==> config.mk <==
export PLATFORM = sky130hd
export DESIGN_NAME = mfp_ahb_uart_tx
export DESIGN_NICKNAME = d
export VERILOG_FILES = /design/src/rtl/mfp_ahb_uart_tx.sv
export SDC_FILE = /design/constraint.sdc
export NUM_CORES = 1
export LEC_CHECK = 0
export CAP_MARGIN = 20
export CORE_UTILIZATION = 45
export DETAILED_ROUTE_END_ITERATION = 8
export PLACE_DENSITY = 0.81
export SLEW_MARGIN = 20
export SYNTH_ARGS = -nofsm -noshare
export SYNTH_HDL_FRONTEND = slang
export SYNTH_SLANG_ARGS = --single-unit
==> constraint.sdc <==
create_clock -name HCLK -period 4.4 [get_ports HCLK]
set_clock_uncertainty 0.1 [all_clocks]
set_input_delay 0.88 -clock HCLK [delete_from_list [all_inputs] [get_ports HCLK]]
set_output_delay 0.88 -clock HCLK [all_outputs]
set_load 0.1 [all_outputs]
==> src/rtl/mfp_ahb_uart_tx.sv <==
// AHB-Lite slave UART transmitter: 8N1 serial output fed by a small TX FIFO,
// with TXDATA / STATUS / DIV registers and a programmable bit divider.
`timescale 1ns/1ps
module mfp_ahb_uart_tx #(
   parameter logic [15:0] DEFAULT_DIV = 16'd434,
   parameter int          FIFO_DEPTH  = 4
) (
   input  logic        HCLK,
   input  logic        HRESETn,
   input  logic        HSEL,
   input  logic [31:0] HADDR,
   input  logic [1:0]  HTRANS,
   input  logic        HWRITE,
   input  logic [2:0]  HSIZE,
   input  logic        HREADY,
   input  logic [31:0] HWDATA,
   output logic [31:0] HRDATA,
   output logic        HREADYOUT,
   output logic        HRESP,
   output logic        UART_TX
);

   localparam int AW = $clog2(FIFO_DEPTH);
   localparam logic [AW:0] LP_DEPTH = (AW+1)'(FIFO_DEPTH);

   typedef enum logic [1:0] {ST_IDLE, ST_START, ST_DATA, ST_STOP} state_t;

   logic          r_ap_valid;
   logic [1:0]    r_ap_addr;
   logic          r_ap_write;
   logic [15:0]   r_div;
   logic          r_ovf;
   logic [7:0]    r_mem [FIFO_DEPTH];
   logic [AW:0]   r_wptr;
   logic [AW:0]   r_rptr;
   state_t        r_state;
   logic [15:0]   r_timer;
   logic [15:0]   r_reload;
   logic [2:0]    r_bitcnt;
   logic [7:0]    r_shift;
   logic          r_tx;

   state_t        w_state_nxt;
   logic          w_pop;
   logic          w_wr;
   logic          w_rd;
   logic          w_tx_wr;
   logic          w_push;
   logic          w_status_rd;
   logic [AW:0]   w_count;
   logic [4:0]    w_count5;
   logic          w_full;
   logic          w_empty;
   logic          w_busy;
   logic          w_tick;
   logic [15:0]   w_div_eff;
   logic [31:0]   w_status;
   logic          w_unused;

   assign w_unused = ^{HSIZE, HADDR[31:4], HADDR[1:0], HWDATA[31:16]};

   assign HREADYOUT = 1'b1;
   assign HRESP     = 1'b0;
   assign UART_TX   = r_tx;

   assign w_wr        = r_ap_valid & r_ap_write;
   assign w_rd        = r_ap_valid & ~r_ap_write;
   assign w_tx_wr     = w_wr && (r_ap_addr == 2'd0);
   assign w_status_rd = w_rd && (r_ap_addr == 2'd1);
   assign w_count     = r_wptr - r_rptr;
   assign w_count5    = 5'(w_count);
   assign w_full      = (w_count == LP_DEPTH);
   assign w_empty     = (w_count == '0);
   // Full is judged before any same-cycle pop, so a push into a full FIFO is always dropped.
   assign w_push      = w_tx_wr && !w_full;
   assign w_busy      = (r_state != ST_IDLE);
   assign w_tick      = (r_timer == 16'd0);
   assign w_div_eff   = (r_div == 16'd0) ? 16'd1 : r_div;
   assign w_status    = {23'd0, w_count5, r_ovf, w_empty, w_full, w_busy};

   always_ff @(posedge HCLK) begin
      if (!HRESETn) begin
         r_ap_valid <= 1'b0;
         r_ap_addr  <= 2'd0;
         r_ap_write <= 1'b0;
         r_div      <= DEFAULT_DIV;
         r_ovf      <= 1'b0;
         r_wptr     <= '0;
         r_rptr     <= '0;
      end else begin
         r_ap_valid <= HSEL & HTRANS[1] & HREADY;
         r_ap_addr  <= HADDR[3:2];
         r_ap_write <= HWRITE;
         if (w_wr && (r_ap_addr == 2'd2)) r_div <= HWDATA[15:0];
         if (w_tx_wr && w_full)           r_ovf <= 1'b1;
         else if (w_status_rd)            r_ovf <= 1'b0;
         if (w_push) r_wptr <= r_wptr + 1'b1;
         if (w_pop)  r_rptr <= r_rptr + 1'b1;
      end
   end

   always_ff @(posedge HCLK) begin
      if (w_push) r_mem[r_wptr[AW-1:0]] <= HWDATA[7:0];
   end

   always_comb begin
      HRDATA = 32'd0;
      if (w_rd) begin
         case (r_ap_addr)
            2'd1:    HRDATA = w_status;
            2'd2:    HRDATA = {16'd0, r_div};
            default: HRDATA = 32'd0;
         endcase
      end
   end

   always_comb begin
      w_state_nxt = r_state;
      w_pop       = 1'b0;
      case (r_state)
         ST_IDLE: begin
            if (!w_empty) begin
               w_state_nxt = ST_START;
               w_pop       = 1'b1;
            end
         end
         ST_START: if (w_tick) w_state_nxt = ST_DATA;
         ST_DATA:  if (w_tick && (r_bitcnt == 3'd7)) w_state_nxt = ST_STOP;
         ST_STOP: begin
            if (w_tick) begin
               if (!w_empty) begin
                  w_state_nxt = ST_START;
                  w_pop       = 1'b1;
               end else begin
                  w_state_nxt = ST_IDLE;
               end
            end
         end
         default: w_state_nxt = ST_IDLE;
      endcase
   end

   // The line level is registered alongside the state so it always matches the state entered.
   always_ff @(posedge HCLK) begin
      if (!HRESETn) begin
         r_state  <= ST_IDLE;
         r_timer  <= 16'd0;
         r_reload <= 16'd1;
         r_bitcnt <= 3'd0;
         r_shift  <= 8'd0;
         r_tx     <= 1'b1;
      end else begin
         r_state <= w_state_nxt;
         if (w_pop) begin
            r_shift  <= r_mem[r_rptr[AW-1:0]];
            r_reload <= w_div_eff;
            r_timer  <= w_div_eff - 16'd1;
            r_bitcnt <= 3'd0;
            r_tx     <= 1'b0;
         end else if (r_state != ST_IDLE) begin
            if (w_tick) begin
               r_timer <= r_reload - 16'd1;
               case (r_state)
                  ST_START: r_tx <= r_shift[0];
                  ST_DATA: begin
                     r_bitcnt <= r_bitcnt + 3'd1;
                     if (r_bitcnt == 3'd7) begin
                        r_tx <= 1'b1;
                     end else begin
                        r_tx    <= r_shift[1];
                        r_shift <= {1'b0, r_shift[7:1]};
                     end
                  end
                  default: r_tx <= 1'b1;
               endcase
            end else begin
               r_timer <= r_timer - 16'd1;
            end
         end
      end
   end

endmodule

==> impl_metrics.csv <==
group,metric,value,unit
status,status,"finished with violations",
status,violations,"design-rule violations",
timing,timing.final.crit_share,0.898,
global_route,antenna_found_initial,0,
critical_path,crit_arrival,4.08,ns
synth,synth_cells,571,
synth,yosysTopAreaCellShare,0.280,
synth,async_reset_ff_frac,0,
synth,seq_area_frac_synth,0.460,
cells_and_area,multi_input_area,0.00266,mm²
global_route,grt-busiest-layer,"met2",
cells_and_area,n_antenna_cell,0,
power,p_leak,2.24,nW
critical_path,required,4.53,ns
die,die_h,111,µm
timing,layout_min_cycle_time,3.95,ns
placed_design,preCtsSetupSlack,0.536,ns
power,peakVddDrop,0.000304,V
die,die_x,111,µm
timing,max_freq,253,MHz
synth,ys_seq_elements,107,
die,placementRows,39,
placed_design,portBuffers,40,
critical_path,worstPathMaxFanout,18,
clocking,cts_tree,"built",
global_route,met3_usage,0.0317,
synth,yosys-top-cells-area,"dfxtp_1, edfxtp_1, nand2_1",
synth,ys_types,62,
global_route,overflow,0,
timing,tightest_slew,0.983,ns
cells_and_area,syn_to_final_growth,13.1,%
timing,max_slew_margin,0.343,
clocking,post_cts_resized,0,
cells_and_area,layout-drive-gt1-share,0.0915,
synth,synth_edf_count,32,
clocking,post_cts_buffers,0,
die,start_util,0.465,
synth,synth_top_cell_by_area,"dfxtp_1",
timing,hold_viol,0,
clocking,clk_pin_slew,0.07,ns
global_route,grt_use_met1,0.270,
clocking,clock-sinks,107,
flow_run,maxCapViolCount,0,
synth,synthTopCellsByCount,"nand2_1, dfxtp_1, a21oi_1",
drt,finalWirelength,12300,µm
drt,drtPass1Iterations,9,
min_path,hp-class,"reg2reg",
die,core_area,0.0115,mm²
timing,whs,0.369,ns
drt,drc,13,
global_route,grt_pass1_vias,4228,
placed_design,dpl-instance-area,0.00575,mm²
global_route,met2_usage,0.337,
placed_design,hpwl,8470,µm
critical_path,crit_type,"reg2reg",
global_route,grtUsageTotal,0.208,
drt,postRouteAntennaNets,0,
synth,avgSynthCellArea,9.38,µm²
synth,yosysMostFrequentCell,"nand2_1",
timing,setup_slack,0.450,ns
die,dieArea,0.0123,mm²
drt,initialDrtViolationCount,407,
drt,post_drt_via_cell_ratio,5.87,
critical_path,crit_path_end_kind,"flop",
global_route,grt_pass1_wl,20400,µm
drt,via_count,4368,
synth,synthesis.area,0.00536,mm²
clocking,cts_root_buffer,"clkbuf_16",
cells_and_area,fillers,972,
placed_design,routabilityCongestion,0.878,
clocking,cts_hold_buffers,0,
cells_and_area,final_area,0.00606,mm²
clocking,insertion_delay,0.35,ns
critical_path,critPathLaunchType,"flop",
clocking,cts_max_path_buffers,2,
cells_and_area,layout.area.seq,0.00246,mm²
clocking,cts_buffers,9,
timing,fin_setup_tns,0,ns
global_route,grt_max_degree,47,
synth,ys_warn_count,0,
die,io_pins,109,
power,cellPowerDensity,609,mW/mm²
clocking,htreeDepth,3,
timing,setup_violations,0,
synth,synthFlopType,"dfxtp_1",
timing,rsz0062_at_grt,"no",
drt,routedWlPerCell,16.5,µm
cells_and_area,nets,688,
timing,slew_viol_final,0,
[sequential cells by signal, summed over array words and instances, names as in the netlist, named ones only]
signal	count
r_mem	32
r_div	16
r_reload	16
r_timer	16
r_shift	8
r_bitcnt	3
r_rptr	3
r_wptr	3
r_ap_addr	2
r_state	2
UART_TX	1
r_ap_valid	1
r_ap_write	1
r_ovf	1
[critical path, cell delays in order, from the launching register on]
cell and delay, ns:
dfxtp_1 0.40, inv_1 0.12, ha_1 0.24, fa_1 0.41, xnor3_1 0.35, a21oi_1 0.16
a21oi_4 0.49, nand2_1 0.11, nand2_1 0.12, ha_1 0.28, nor3b_1 0.26, mux2i_2 0.17
a211oi_1 0.37, a21o_1 0.17, a31oi_1 0.08
[layer usage]
metal / wire (µm) / up-vias
met1: 5250 / 2121
met4: 369 / 0
met5: 0 / -
met3: 730 / 32
met2: 5920 / 170
li1: - / 2045
[report_power, final]
group	switching (mW)	internal (mW)	leakage (nW)
Combinational	1.01	0.598	1.19
Clock	0.377	0.452	0.152
Sequential	0.120	1.13	0.900
[area by class of cell]
type                            count  share of cell area
Timing Repair Buffer               45              0.0665
Sequential cell                   107               0.406
Inverter                           10             0.00620
Clock inverter                      7              0.0145
Clock buffer                        9              0.0372
Multi-Input combinational cell    423               0.440
Tap cell                          143              0.0295
[cell families (layout without fill, tap and decap cells)]
| logic type | after synthesis | in the layout | synth area share |
|---|---|---|---|
| AND/OR/NAND/NOR | 213 | 213 | 0.184 |
| AO/OA/AOI/OAI | 137 | 137 | 0.166 |
| flip-flops | 107 | 107 | 0.460 |
| buffers and inverters | 57 | 71 | 0.0558 |
| multiplexers | 21 | 21 | 0.0607 |
| adder cells (fa/ha/maj) | 18 | 18 | 0.0434 |
| XOR/XNOR | 16 | 16 | 0.0287 |
| other | 2 | 18 | 0.00140 |
[cells in the final DEF (no fill, tap or decap), types with 9 or more instances in the layout]
master / count
dfxtp_1: 75
edfxtp_1: 32
mux2i_1: 9
nand3_1: 11
nand2_1: 98
nor3_1: 10
nand2b_1: 9
nor2_1: 41
o21ai_0: 20
conb_1: 18
and2_1: 18
a21oi_1: 58
clkdlybuf4s50_1: 26
buf_4: 19
clkbuf_16: 9
inv_1: 9
ha_1: 17
o21a_1: 10
[final timing paths]
path | endpoint | cells past startpoint | slack [ns] | start
hold / removal | r_reload[15] | 2 | 0.37 | r_reload[15]
setup / recovery | r_timer[12] | 14 | 0.45 | r_wptr[0]
setup reg to reg | r_timer[12] | 14 | 0.45 | r_wptr[0]
hold reg to reg | r_reload[15] | 2 | 0.37 | r_reload[15]
[through the flow]
step	instances	total power [mW]	util
after floorplan	587	2.53	-
after global placement	728	2.77	0.499
after detailed placement	728	2.83	0.499
after CTS	744	3.68	0.526
after global routing	744	3.91	0.526
final	744	3.69	0.526
Power figures use the tool's default switching activity.
